### src/rtl/imem_loader_if.sv
// Byte-stream-in / IMEM-write-out bundle for imem_loader; checksum exists only with IMEM_LOADER_CHECKSUM_EN.
// master drives the load control and the byte stream; slave is the loader itself.
interface imem_loader_if #(
    parameter int ADDR_W = 14,
    parameter int CNT_W  = 15
);
    logic              start;
    logic [ADDR_W-1:0] base_addr;
    logic [CNT_W-1:0]  num_words;
    logic              abort;
    logic [7:0]        byte_in;
    logic              byte_valid;
    logic              byte_ready;
    logic [ADDR_W-1:0] imem_addr;
    logic [31:0]       imem_din;
    logic [3:0]        imem_we;
    logic              busy;
    logic              done;
`ifdef IMEM_LOADER_CHECKSUM_EN
    logic [31:0]       checksum;

    modport master (
        output start, base_addr, num_words, abort, byte_in, byte_valid,
        input  byte_ready, imem_addr, imem_din, imem_we, busy, done, checksum
    );
    modport slave (
        input  start, base_addr, num_words, abort, byte_in, byte_valid,
        output byte_ready, imem_addr, imem_din, imem_we, busy, done, checksum
    );
`else
    modport master (
        output start, base_addr, num_words, abort, byte_in, byte_valid,
        input  byte_ready, imem_addr, imem_din, imem_we, busy, done
    );
    modport slave (
        input  start, base_addr, num_words, abort, byte_in, byte_valid,
        output byte_ready, imem_addr, imem_din, imem_we, busy, done
    );
`endif
endinterface

### src/rtl/imem_loader.sv
// Purpose: packs little-endian stream bytes into 32-bit words written to IMEM from a base word address (IMEM_LOADER_CHECKSUM_EN adds a running word sum).
// Latency: write cycle follows the edge accepting byte 4; 5 cycles/word at full rate; done pulses the cycle after the last write.
// Backpressure: byte_ready is state-decoded (high only while collecting) and drops for the one write cycle per word.
module imem_loader #(
    parameter int ADDR_W = 14,
    parameter int CNT_W  = 15
) (
    input  logic   clk,
    input  logic   rst_n,
    imem_loader_if.slave bus
);
    typedef enum logic [1:0] {S_IDLE, S_COLLECT, S_WRITE, S_DONE} state_t;

    state_t            state_q, state_d;
    logic [ADDR_W-1:0] addr_q, addr_d;
    logic [CNT_W-1:0]  rem_q, rem_d;
    logic [1:0]        idx_q, idx_d;
    logic [23:0]       word_q, word_d;
    logic [ADDR_W-1:0] wr_addr_q, wr_addr_d;
    logic [31:0]       wr_dat_q, wr_dat_d;
    logic              accept;
`ifdef IMEM_LOADER_CHECKSUM_EN
    logic [31:0]       csum_q, csum_d;
`endif

    always_ff @(posedge clk or negedge rst_n) begin
        if (!rst_n) begin
            state_q   <= S_IDLE;
            addr_q    <= '0;
            rem_q     <= '0;
            idx_q     <= '0;
            word_q    <= '0;
            wr_addr_q <= '0;
            wr_dat_q  <= '0;
`ifdef IMEM_LOADER_CHECKSUM_EN
            csum_q    <= '0;
`endif
        end else begin
            state_q   <= state_d;
            addr_q    <= addr_d;
            rem_q     <= rem_d;
            idx_q     <= idx_d;
            word_q    <= word_d;
            wr_addr_q <= wr_addr_d;
            wr_dat_q  <= wr_dat_d;
`ifdef IMEM_LOADER_CHECKSUM_EN
            csum_q    <= csum_d;
`endif
        end
    end

    always_comb begin
        state_d   = state_q;
        addr_d    = addr_q;
        rem_d     = rem_q;
        idx_d     = idx_q;
        word_d    = word_q;
        wr_addr_d = wr_addr_q;
        wr_dat_d  = wr_dat_q;
`ifdef IMEM_LOADER_CHECKSUM_EN
        csum_d    = csum_q;
`endif
        accept    = (state_q == S_COLLECT) && bus.byte_valid;

        case (state_q)
            S_IDLE: begin
                if (bus.start) begin
                    addr_d  = bus.base_addr;
                    rem_d   = bus.num_words;
                    idx_d   = '0;
`ifdef IMEM_LOADER_CHECKSUM_EN
                    csum_d  = '0;
`endif
                    state_d = (bus.num_words == '0) ? S_DONE : S_COLLECT;
                end
            end
            S_COLLECT: begin
                if (bus.abort) begin
                    state_d = S_IDLE;
                end else if (accept) begin
                    // The 4th byte goes straight into the write register so the word is ready in WRITE.
                    if (idx_q == 2'd3) begin
                        wr_addr_d = addr_q;
                        wr_dat_d  = {bus.byte_in, word_q};
                        state_d   = S_WRITE;
                    end else begin
                        case (idx_q)
                            2'd0:    word_d[7:0]   = bus.byte_in;
                            2'd1:    word_d[15:8]  = bus.byte_in;
                            default: word_d[23:16] = bus.byte_in;
                        endcase
                        idx_d = idx_q + 2'd1;
                    end
                end
            end
            S_WRITE: begin
                addr_d = addr_q + 1'b1;
                rem_d  = rem_q - 1'b1;
                idx_d  = '0;
`ifdef IMEM_LOADER_CHECKSUM_EN
                csum_d = csum_q + wr_dat_q;
`endif
                if (bus.abort)
                    state_d = S_IDLE;
                else if (rem_q == CNT_W'(1))
                    state_d = S_DONE;
                else
                    state_d = S_COLLECT;
            end
            S_DONE:  state_d = S_IDLE;
            default: state_d = S_IDLE;
        endcase
    end

    assign bus.byte_ready = (state_q == S_COLLECT);
    assign bus.imem_we    = (state_q == S_WRITE) ? 4'hF : 4'h0;
    assign bus.imem_addr  = wr_addr_q;
    assign bus.imem_din   = wr_dat_q;
    assign bus.busy       = (state_q != S_IDLE);
    assign bus.done       = (state_q == S_DONE);
`ifdef IMEM_LOADER_CHECKSUM_EN
    assign bus.checksum   = csum_q;
`endif
endmodule

### src/flat_wrapper.sv
// flat-port wrapper written by rule: the top's interface ports become plain ports
module imem_loader_flat 
#(
    parameter int ADDR_W = 14,
    parameter int CNT_W  = 15
)
  (clk, rst_n, bus_start, bus_base_addr, bus_num_words, bus_abort, bus_byte_in, bus_byte_valid, bus_byte_ready, bus_imem_addr, bus_imem_din, bus_imem_we, bus_busy, bus_done);
  imem_loader_if #(.ADDR_W(ADDR_W), .CNT_W(CNT_W)) bus_i ();
  input  logic clk;
  input  logic rst_n;
  input wire logic [$bits(bus_i.start)-1:0] bus_start;
  input wire logic [$bits(bus_i.base_addr)-1:0] bus_base_addr;
  input wire logic [$bits(bus_i.num_words)-1:0] bus_num_words;
  input wire logic [$bits(bus_i.abort)-1:0] bus_abort;
  input wire logic [$bits(bus_i.byte_in)-1:0] bus_byte_in;
  input wire logic [$bits(bus_i.byte_valid)-1:0] bus_byte_valid;
  output wire logic [$bits(bus_i.byte_ready)-1:0] bus_byte_ready;
  output wire logic [$bits(bus_i.imem_addr)-1:0] bus_imem_addr;
  output wire logic [$bits(bus_i.imem_din)-1:0] bus_imem_din;
  output wire logic [$bits(bus_i.imem_we)-1:0] bus_imem_we;
  output wire logic [$bits(bus_i.busy)-1:0] bus_busy;
  output wire logic [$bits(bus_i.done)-1:0] bus_done;
  assign bus_i.start = bus_start;
  assign bus_i.base_addr = bus_base_addr;
  assign bus_i.num_words = bus_num_words;
  assign bus_i.abort = bus_abort;
  assign bus_i.byte_in = bus_byte_in;
  assign bus_i.byte_valid = bus_byte_valid;
  assign bus_byte_ready = bus_i.byte_ready;
  assign bus_imem_addr = bus_i.imem_addr;
  assign bus_imem_din = bus_i.imem_din;
  assign bus_imem_we = bus_i.imem_we;
  assign bus_busy = bus_i.busy;
  assign bus_done = bus_i.done;
  imem_loader #(.ADDR_W(ADDR_W), .CNT_W(CNT_W)) u_core (.clk(clk), .rst_n(rst_n), .bus(bus_i));
endmodule
### config.mk
export PLATFORM = sky130hd
export DESIGN_NAME = imem_loader_flat
export DESIGN_NICKNAME = d
export VERILOG_FILES = /design/src/rtl/imem_loader_if.sv /design/src/rtl/imem_loader.sv /design/src/flat_wrapper.sv
export SDC_FILE = /design/constraint.sdc
export NUM_CORES = 1
export LEC_CHECK = 0
export CAP_MARGIN = 30
export CORE_MARGIN = 3
export CORE_UTILIZATION = 39
export DETAILED_ROUTE_END_ITERATION = 8
export PLACE_DENSITY = 0.66
export SYNTH_ARGS = -nofsm -noshare
export SYNTH_HDL_FRONTEND = slang
export SYNTH_SLANG_ARGS = --single-unit
### constraint.sdc
create_clock -name clk -period 2 [get_ports clk]
set_clock_uncertainty 0.15 [all_clocks]
set_input_delay 0.4 -clock clk [delete_from_list [all_inputs] [get_ports clk]]
set_output_delay 0.4 -clock clk [all_outputs]
set_load 0.01 [all_outputs]
==> results of run 1 <==
-- placed cells by master, fill, tap and decap left out, types with 3 or more instances in the layout --
cell	Yosys	layout
or3_1	4	3
ha_1	8	8
mux2_2	67	66
o211ai_1	7	7
nand3_1	14	13
nand2b_1	4	3
o21ai_0	17	17
nor2_1	15	15
inv_1	10	9
nor4_1	7	7
nor3_1	7	6
a21oi_1	16	16
nand4_1	3	3
clkdlybuf4s50_1	0	86
buf_4	3	54
mux2i_1	4	4
a31oi_1	3	3
nand2_2	0	4
dfrtp_1	103	102
buf_12	0	3
clkbuf_2	0	4
o22ai_1	9	9
clkbuf_16	0	9
dlygate4sd2_1	0	3
o31ai_1	5	5
nand2_1	32	28
-- per-layer routing --
layer / vias up / GRT usage, % / wire (um)
met4: 0 / 4.72 / 142
met5: - / 0 / 0
met3: 17 / 2.87 / 668
met1: 1838 / 26.4 / 5570
li1: 1773 / - / -
met2: 141 / 29.5 / 5770
-- logic make-up (layout without fill, tap and decap cells) --
logic type | after synthesis | after routing
xor gates and xnor gates | 1 | 1
muxes | 71 | 71
adders and majority gates | 8 | 8
DFF | 103 | 103
buffers and inverters | 31 | 181
AOI/OAI and AO/OA | 82 | 82
and+or+nand+nor | 104 | 104
-- flip-flops by register name (all words and copies together), names as in the netlist --
register / cells
u_core.addr_q: 14
u_core.bus.imem_addr: 14
u_core.bus.imem_din: 32
u_core.idx_q: 2
u_core.rem_q: 15
u_core.state_q: 2
u_core.word_q: 24
-- cell usage after synthesis, drive strengths merged, types with 3 or more instances --
| master | instances |
|---|---|
| a21oi | 16 |
| a31oi | 3 |
| buf | 6 |
| clkbuf | 13 |
| dfrtp | 103 |
| ha | 8 |
| inv | 10 |
| mux2 | 67 |
| mux2i | 4 |
| nand2 | 32 |
| nand2b | 4 |
| nand3 | 14 |
| nand4 | 3 |
| nor2 | 15 |
| nor2b | 3 |
| nor3 | 7 |
| nor4 | 7 |
| o211ai | 7 |
| o21ai | 17 |
| o22ai | 9 |
| o311ai | 3 |
| o31ai | 5 |
| or3 | 5 |
| or4 | 4 |
-- power groups by stage --
stage	Sequential, W	Clock (W)	Combinational (W)
finish	0.00328	0.00199	0.00283
global route	0.00338	0.00212	0.00312
CTS	0.00327	0.00203	0.00280
detailed placement	0.00333	0	0.00270
global placement	0.00330	0	0.00264
floorplan	0.00321	0	0.00146
-- metrics by stage --
stage,power [W],setup slack [ns]
6_report,0.00810,-0.0639
5_1_grt,0.00861,-0.0960
4_1_cts,0.00810,-0.0576
3_5_place_dp,0.00603,-0.263
3_3_place_gp,0.00594,-0.197
2_1_floorplan,0.00467,0.00823
-- path summary, 6_finish.rpt --
check	startpoint	end	slack, ns	cells past startpoint
max	u_core.rem_q[6]$_DFFE_PN0P_	u_core.rem_q[11]$_DFFE_PN0P_	-0.06	4
min	rst_n	u_core.word_q[15]$_DFFE_PN0P_	0.33	2
max reg2reg	u_core.rem_q[6]$_DFFE_PN0P_	u_core.rem_q[11]$_DFFE_PN0P_	-0.06	4
min reg2reg	u_core.bus.imem_addr[8]$_DFFE_PN0P_	u_core.bus.imem_addr[8]$_DFFE_PN0P_	0.34	2
max in group asynchronous	rst_n	u_core.addr_q[4]$_DFFE_PN0P_	0.72	3
min in group clk	u_core.bus.imem_addr[8]$_DFFE_PN0P_	u_core.bus.imem_addr[8]$_DFFE_PN0P_	0.34	2
-- timing repair --
item,in CTS,in global routing
buffers inserted,5,4
endpoints found under the setup margin,12,27
hold buffers,1,0
gates resized for setup,18,15
pin swaps,1,4
endpoints found under the hold margin,15,0
-- final cells by class --
cell class	count	area (um2)	share of cell area, %
Inverter	12	46.3	0.700
Multi-Input combinational cell	266	2060	31.1
Clock buffer	9	225	3.40
Timing Repair Buffer	153	1410	21.2
Clock inverter	7	124	1.87
Tap cell	143	179	2.70
Sequential cell	103	2580	39.0
==> impl_metrics.env, run 1 <==
export IMPL_status="finished, violations left"
export IMPL_failed_checks="negative setup slack"
export IMPL_vias_per_cell=5.44
export IMPL_finish_instance_area_mm2=0.00662
export IMPL_crit_type="flip-flop to flip-flop"
export IMPL_nNetsFinal=595
export IMPL_p_seq_share_pct=40.5
export IMPL_crit_buf_inv=0
export IMPL_grt_max_degree=69
export IMPL_clock_sinks=103
export IMPL_clock_latency_ns=0.34
export IMPL_synth_compound_area_share_pct=11.7
export IMPL_clockPowerShare_pct=24.5
export IMPL_cts_made_buffers=9
export IMPL_fin_crit_sh_pct=103
export IMPL_grt_first_pass_wirelength_um=19500
export IMPL_antenna_found_initial=0
export IMPL_slew_headroom_pct=70.1
export IMPL_wirelength_um=12100
export IMPL_synth_edf_count=0
export IMPL_cts_clk_slew_worst_paths_ns=0.08
export IMPL_firstDrtPassIters=5
export IMPL_insertedDiodeCount=0
export IMPL_grt_total_usage_pct=18.4
export IMPL_avgSynthCellArea_um2=11.8
export IMPL_ys_ff_latch=103
export IMPL_seq_area_frac_synth_pct=54.7
export IMPL_syn2layout_area_growth_pct=40.5
export IMPL_synth_top_family_by_area="multiplexers"
export IMPL_fin_tns_setup_ns=-0.0639
export IMPL_vias=3769
export IMPL_yosys_warnings=0
export IMPL_finalSetupViolCount=1
export IMPL_fin_util_pct=57.0
export IMPL_synth_cell_area_mm2=0.00471
export IMPL_dp_hpwl_um=8870
export IMPL_nFillCells=981
export IMPL_fp_dieW_um=116
export IMPL_slew_violations=0
export IMPL_synthSimpleGateAreaFrac_pct=11.6
export IMPL_synth_cell_types=57
export IMPL_slowest_delay_ns=0.51
export IMPL_dp_cells=668
export IMPL_critical_path_required_ns=2.13
export IMPL_p_leak_nw=3.03
export IMPL_synthMuxAreaShare_pct=16.9
export IMPL_path_cells="or3_4 -> or4_4 -> or4_4 -> nand3_2"
export IMPL_end_kind="flip-flop"
export IMPL_portBuffers=94
export IMPL_hold_violations=0
export IMPL_whs_ns=0.326
export IMPL_fmax_mhz=485
export IMPL_yosys_area_top_type_share_pct=54.7
export IMPL_die_y_um=116
export IMPL_syn_nets=450
export IMPL_rsz0062_at_grt="yes"
export IMPL_combinationalPowerShare_pct=35.0
export IMPL_p_int_w=0.00536
export IMPL_die_area_mm2=0.0134
export IMPL_clk_path_buf_depth=2
export IMPL_async_reset_ff_share_pct=100
export IMPL_cpMostUsedCell="or4_4"
export IMPL_hold_path_class="primary input to async pin"
export IMPL_route_detailed_drc=0
export IMPL_htreeDepth=3
export IMPL_drive_gt1_share_pct=30.7
export IMPL_final_cells=693
export IMPL_synth_fa_ha_area_share_pct=2.13
export IMPL_wl_per_cell_um=17.5
export IMPL_power_density_mw_per_mm2=1230
export IMPL_num_io_pins=95
export IMPL_ant_nets=0
export IMPL_maxCapViolCount=0
export IMPL_period_needed_ns=2.06
export IMPL_globalplace_congestion=0.886
export IMPL_syn_inst=400
export IMPL_path_max_fanout=5
export IMPL_cts_tree="built"
export IMPL_vdd_drop_max_mv=0.579
export IMPL_start_util_pct=40.6
export IMPL_drt_initial_drc_count=248
export IMPL_synth_top_area_cell="dfrtp_1"
export IMPL_start_kind="flip-flop"
export IMPL_cp_data_arrival_time_ns=2.20
export IMPL_num_rows=39
export IMPL_tightest_slew_ns=0.443
export IMPL_ys_top_cells_by_area="dfrtp_1 55%, mux2_2 16%, nand2_1 2.6%, ha_1 2.1%, o21ai_0 1.8%"
export IMPL_setup_ws_ns=-0.0639
export IMPL_place_area_mm2=0.00617
export IMPL_fp_coreArea_mm2=0.0116
export IMPL_grt_overflow=0
export IMPL_cp_top_family="simple AND/OR/NAND/NOR gates"
export IMPL_grt_pass1_vias=3754
export IMPL_synth_top_flop_cell="dfrtp_1"
export IMPL_synth_xor_xnor_area_share_pct=0.186
export IMPL_slowest_stage="or4_4"
export IMPL_p_sw_share_pct=33.8
export IMPL_p_sw_w=0.00274
export IMPL_root_buffer="clkbuf_16"
(Power assumes the default switching activity.)
==> run 2, diff against run 1 <==
--- a/config.mk
+++ b/config.mk
@@ -5,11 +5,12 @@
 export SDC_FILE = /design/constraint.sdc
 export NUM_CORES = 1
 export LEC_CHECK = 0
-export CAP_MARGIN = 30
+export CAP_MARGIN = 20
 export CORE_MARGIN = 3
 export CORE_UTILIZATION = 39
 export DETAILED_ROUTE_END_ITERATION = 8
 export PLACE_DENSITY = 0.66
+export SKIP_CTS_REPAIR_TIMING = 1
 export SYNTH_ARGS = -nofsm -noshare
 export SYNTH_HDL_FRONTEND = slang
 export SYNTH_SLANG_ARGS = --single-unit
==> run 2 against run 1 <==
Against the previous run:
- the run still ends with negative setup slack left
- critical path depth unchanged
- sequential share of layout area about the same
- total power grew 0.11%
- global-route usage decreased by 0.25 points
- die area unchanged
==> impl_metrics.env, run 2 (synthesized netlist as in run 1, its figures left out) <==
export IMPL_grt_overflow=0
export IMPL_cts_made_buffers=9
export IMPL_maxCapViolCount=0
export IMPL_vias_per_cell=5.42
export IMPL_die_y_um=116
export IMPL_period_needed_ns=2.06
export IMPL_grt_first_pass_wirelength_um=19300
export IMPL_combinationalPowerShare_pct=34.9
export IMPL_num_rows=39
export IMPL_dp_hpwl_um=8870
export IMPL_grt_total_usage_pct=18.2
export IMPL_drt_initial_drc_count=227
export IMPL_syn2layout_area_growth_pct=40.7
export IMPL_final_common_cell="dfrtp_1"
export IMPL_slew_headroom_pct=70.6
export IMPL_grt_pass1_vias=3723
export IMPL_finalSetupViolCount=1
export IMPL_globalplace_congestion=0.886
export IMPL_start_util_pct=40.6
export IMPL_ant_nets=0
export IMPL_critical_path_required_ns=2.13
export IMPL_fmax_mhz=484
export IMPL_crit_type="flip-flop to flip-flop"
export IMPL_hold_path_class="primary input to async pin"
export IMPL_cts_tree="built"
export IMPL_cts_clk_slew_worst_paths_ns=0.08
export IMPL_fp_dieW_um=116
export IMPL_drive_gt1_share_pct=29.4
export IMPL_p_sw_share_pct=33.6
export IMPL_fin_tns_setup_ns=-0.0640
export IMPL_failed_checks="negative setup slack"
export IMPL_die_area_mm2=0.0134
export IMPL_final_cell_mix="101 x dfrtp_1, 86 x clkdlybuf4s50_1, 67 x mux2_2"
export IMPL_end_kind="flip-flop"
export IMPL_path_max_fanout=5
export IMPL_firstDrtPassIters=4
export IMPL_clock_latency_ns=0.34
export IMPL_fin_crit_sh_pct=103
export IMPL_p_int_w=0.00539
export IMPL_wl_per_cell_um=17.4
export IMPL_grt_max_degree=69
export IMPL_num_io_pins=95
export IMPL_antenna_found_initial=0
export IMPL_hold_violations=0
export IMPL_portBuffers=94
export IMPL_root_buffer="clkbuf_16"
export IMPL_fp_coreArea_mm2=0.0116
export IMPL_insertedDiodeCount=0
export IMPL_cp_data_arrival_time_ns=2.19
export IMPL_route_detailed_drc=0
export IMPL_vdd_drop_max_mv=0.566
export IMPL_p_leak_nw=3.10
export IMPL_clk_path_buf_depth=2
export IMPL_wirelength_um=12100
export IMPL_p_sw_w=0.00273
export IMPL_finalPower_w=0.00811
export IMPL_largest_reg_flops=32
export IMPL_htreeDepth=3
export IMPL_nNetsFinal=593
export IMPL_tightest_slew_ns=0.435
export IMPL_status="finished, violations left"
export IMPL_detailedPlace_worstSlack_ns=-0.263
export IMPL_rsz0062_at_grt="yes"
export IMPL_setup_ws_ns=-0.0640
export IMPL_slew_violations=0
export IMPL_p_seq_share_pct=40.5
export IMPL_clock_sinks=103
export IMPL_clockPowerShare_pct=24.6
export IMPL_power_density_mw_per_mm2=1220
export IMPL_vias=3746
export IMPL_start_kind="flip-flop"
==> run 2: cell count changes in the layout (fill, tap and decap cells not counted), moves of 2 or more <==
cell,before,now
nand2_1,28,30
buf_6,2,0
dlygate4sd2_1,3,0
inv_2,1,3
clkbuf_2,4,0
nand2_2,4,2
dlymetal6s2s_1,0,7
==> run 2: path summary, 6_finish.rpt <==
path                                                startpoint                                   to  slack [ns]  cells past startpoint
min                                                      rst_n        u_core.word_q[15]$_DFFE_PN0P_        0.33                      2
max in group asynchronous                                rst_n        u_core.state_q[1]$_DFFE_PN0P_        0.71                      3
max                                u_core.rem_q[6]$_DFFE_PN0P_         u_core.rem_q[11]$_DFFE_PN0P_       -0.06                      4
min in group clk           u_core.bus.imem_addr[8]$_DFFE_PN0P_  u_core.bus.imem_addr[8]$_DFFE_PN0P_        0.34                      2
min reg2reg                u_core.bus.imem_addr[8]$_DFFE_PN0P_  u_core.bus.imem_addr[8]$_DFFE_PN0P_        0.34                      2
max reg2reg                        u_core.rem_q[6]$_DFFE_PN0P_         u_core.rem_q[11]$_DFFE_PN0P_       -0.06                      4
==> run 2: metrics by stage <==
stage               instance area, um2  hold slack (ns)  utilization [%]  instances
floorplan                         4710          -0.0456                -        400
global placement                  6170            0.153             53.1        668
detailed placement                6170            0.156             53.1        668
CTS                               6520           -0.215             56.1        684
global route                      6630            0.340             57.0        691
finish                            6630            0.326             57.0        691
==> run 2: cell type report <==
cell class / instances / area, um2
Timing Repair Buffer: 151 / 1440
Multi-Input combinational cell: 266 / 2040
Clock inverter: 7 / 124
Tap cell: 143 / 179
Inverter: 12 / 45.0
Fill cell: 995 / 4990
Sequential cell: 103 / 2580
Clock buffer: 9 / 225
==> run 2: layer usage <==
layer / up-vias / part of all wire (%) / GRT usage (%)
met4: 0 / 1.1 / 4.72
li1: 1772 / - / -
met5: - / 0 / 0
met2: 121 / 47 / 28.8
met3: 11 / 5.2 / 2.87
met1: 1842 / 47 / 26.3
==> run 2: worst max-delay path, cell delays in order (launching register included) <==
cell     delay [ns]
dfrtp_1        0.39
or3_4          0.41
or4_4          0.46
or4_4          0.49
nand3_1        0.10
==> run 2: power groups by stage <==
stage               combinational, W  clock, W  sequential (W)
floorplan                    0.00146         0         0.00321
global placement             0.00264         0         0.00330
detailed placement           0.00270         0         0.00333
CTS                          0.00272   0.00203         0.00329
global route                 0.00311   0.00212         0.00338
finish                       0.00283   0.00199         0.00329
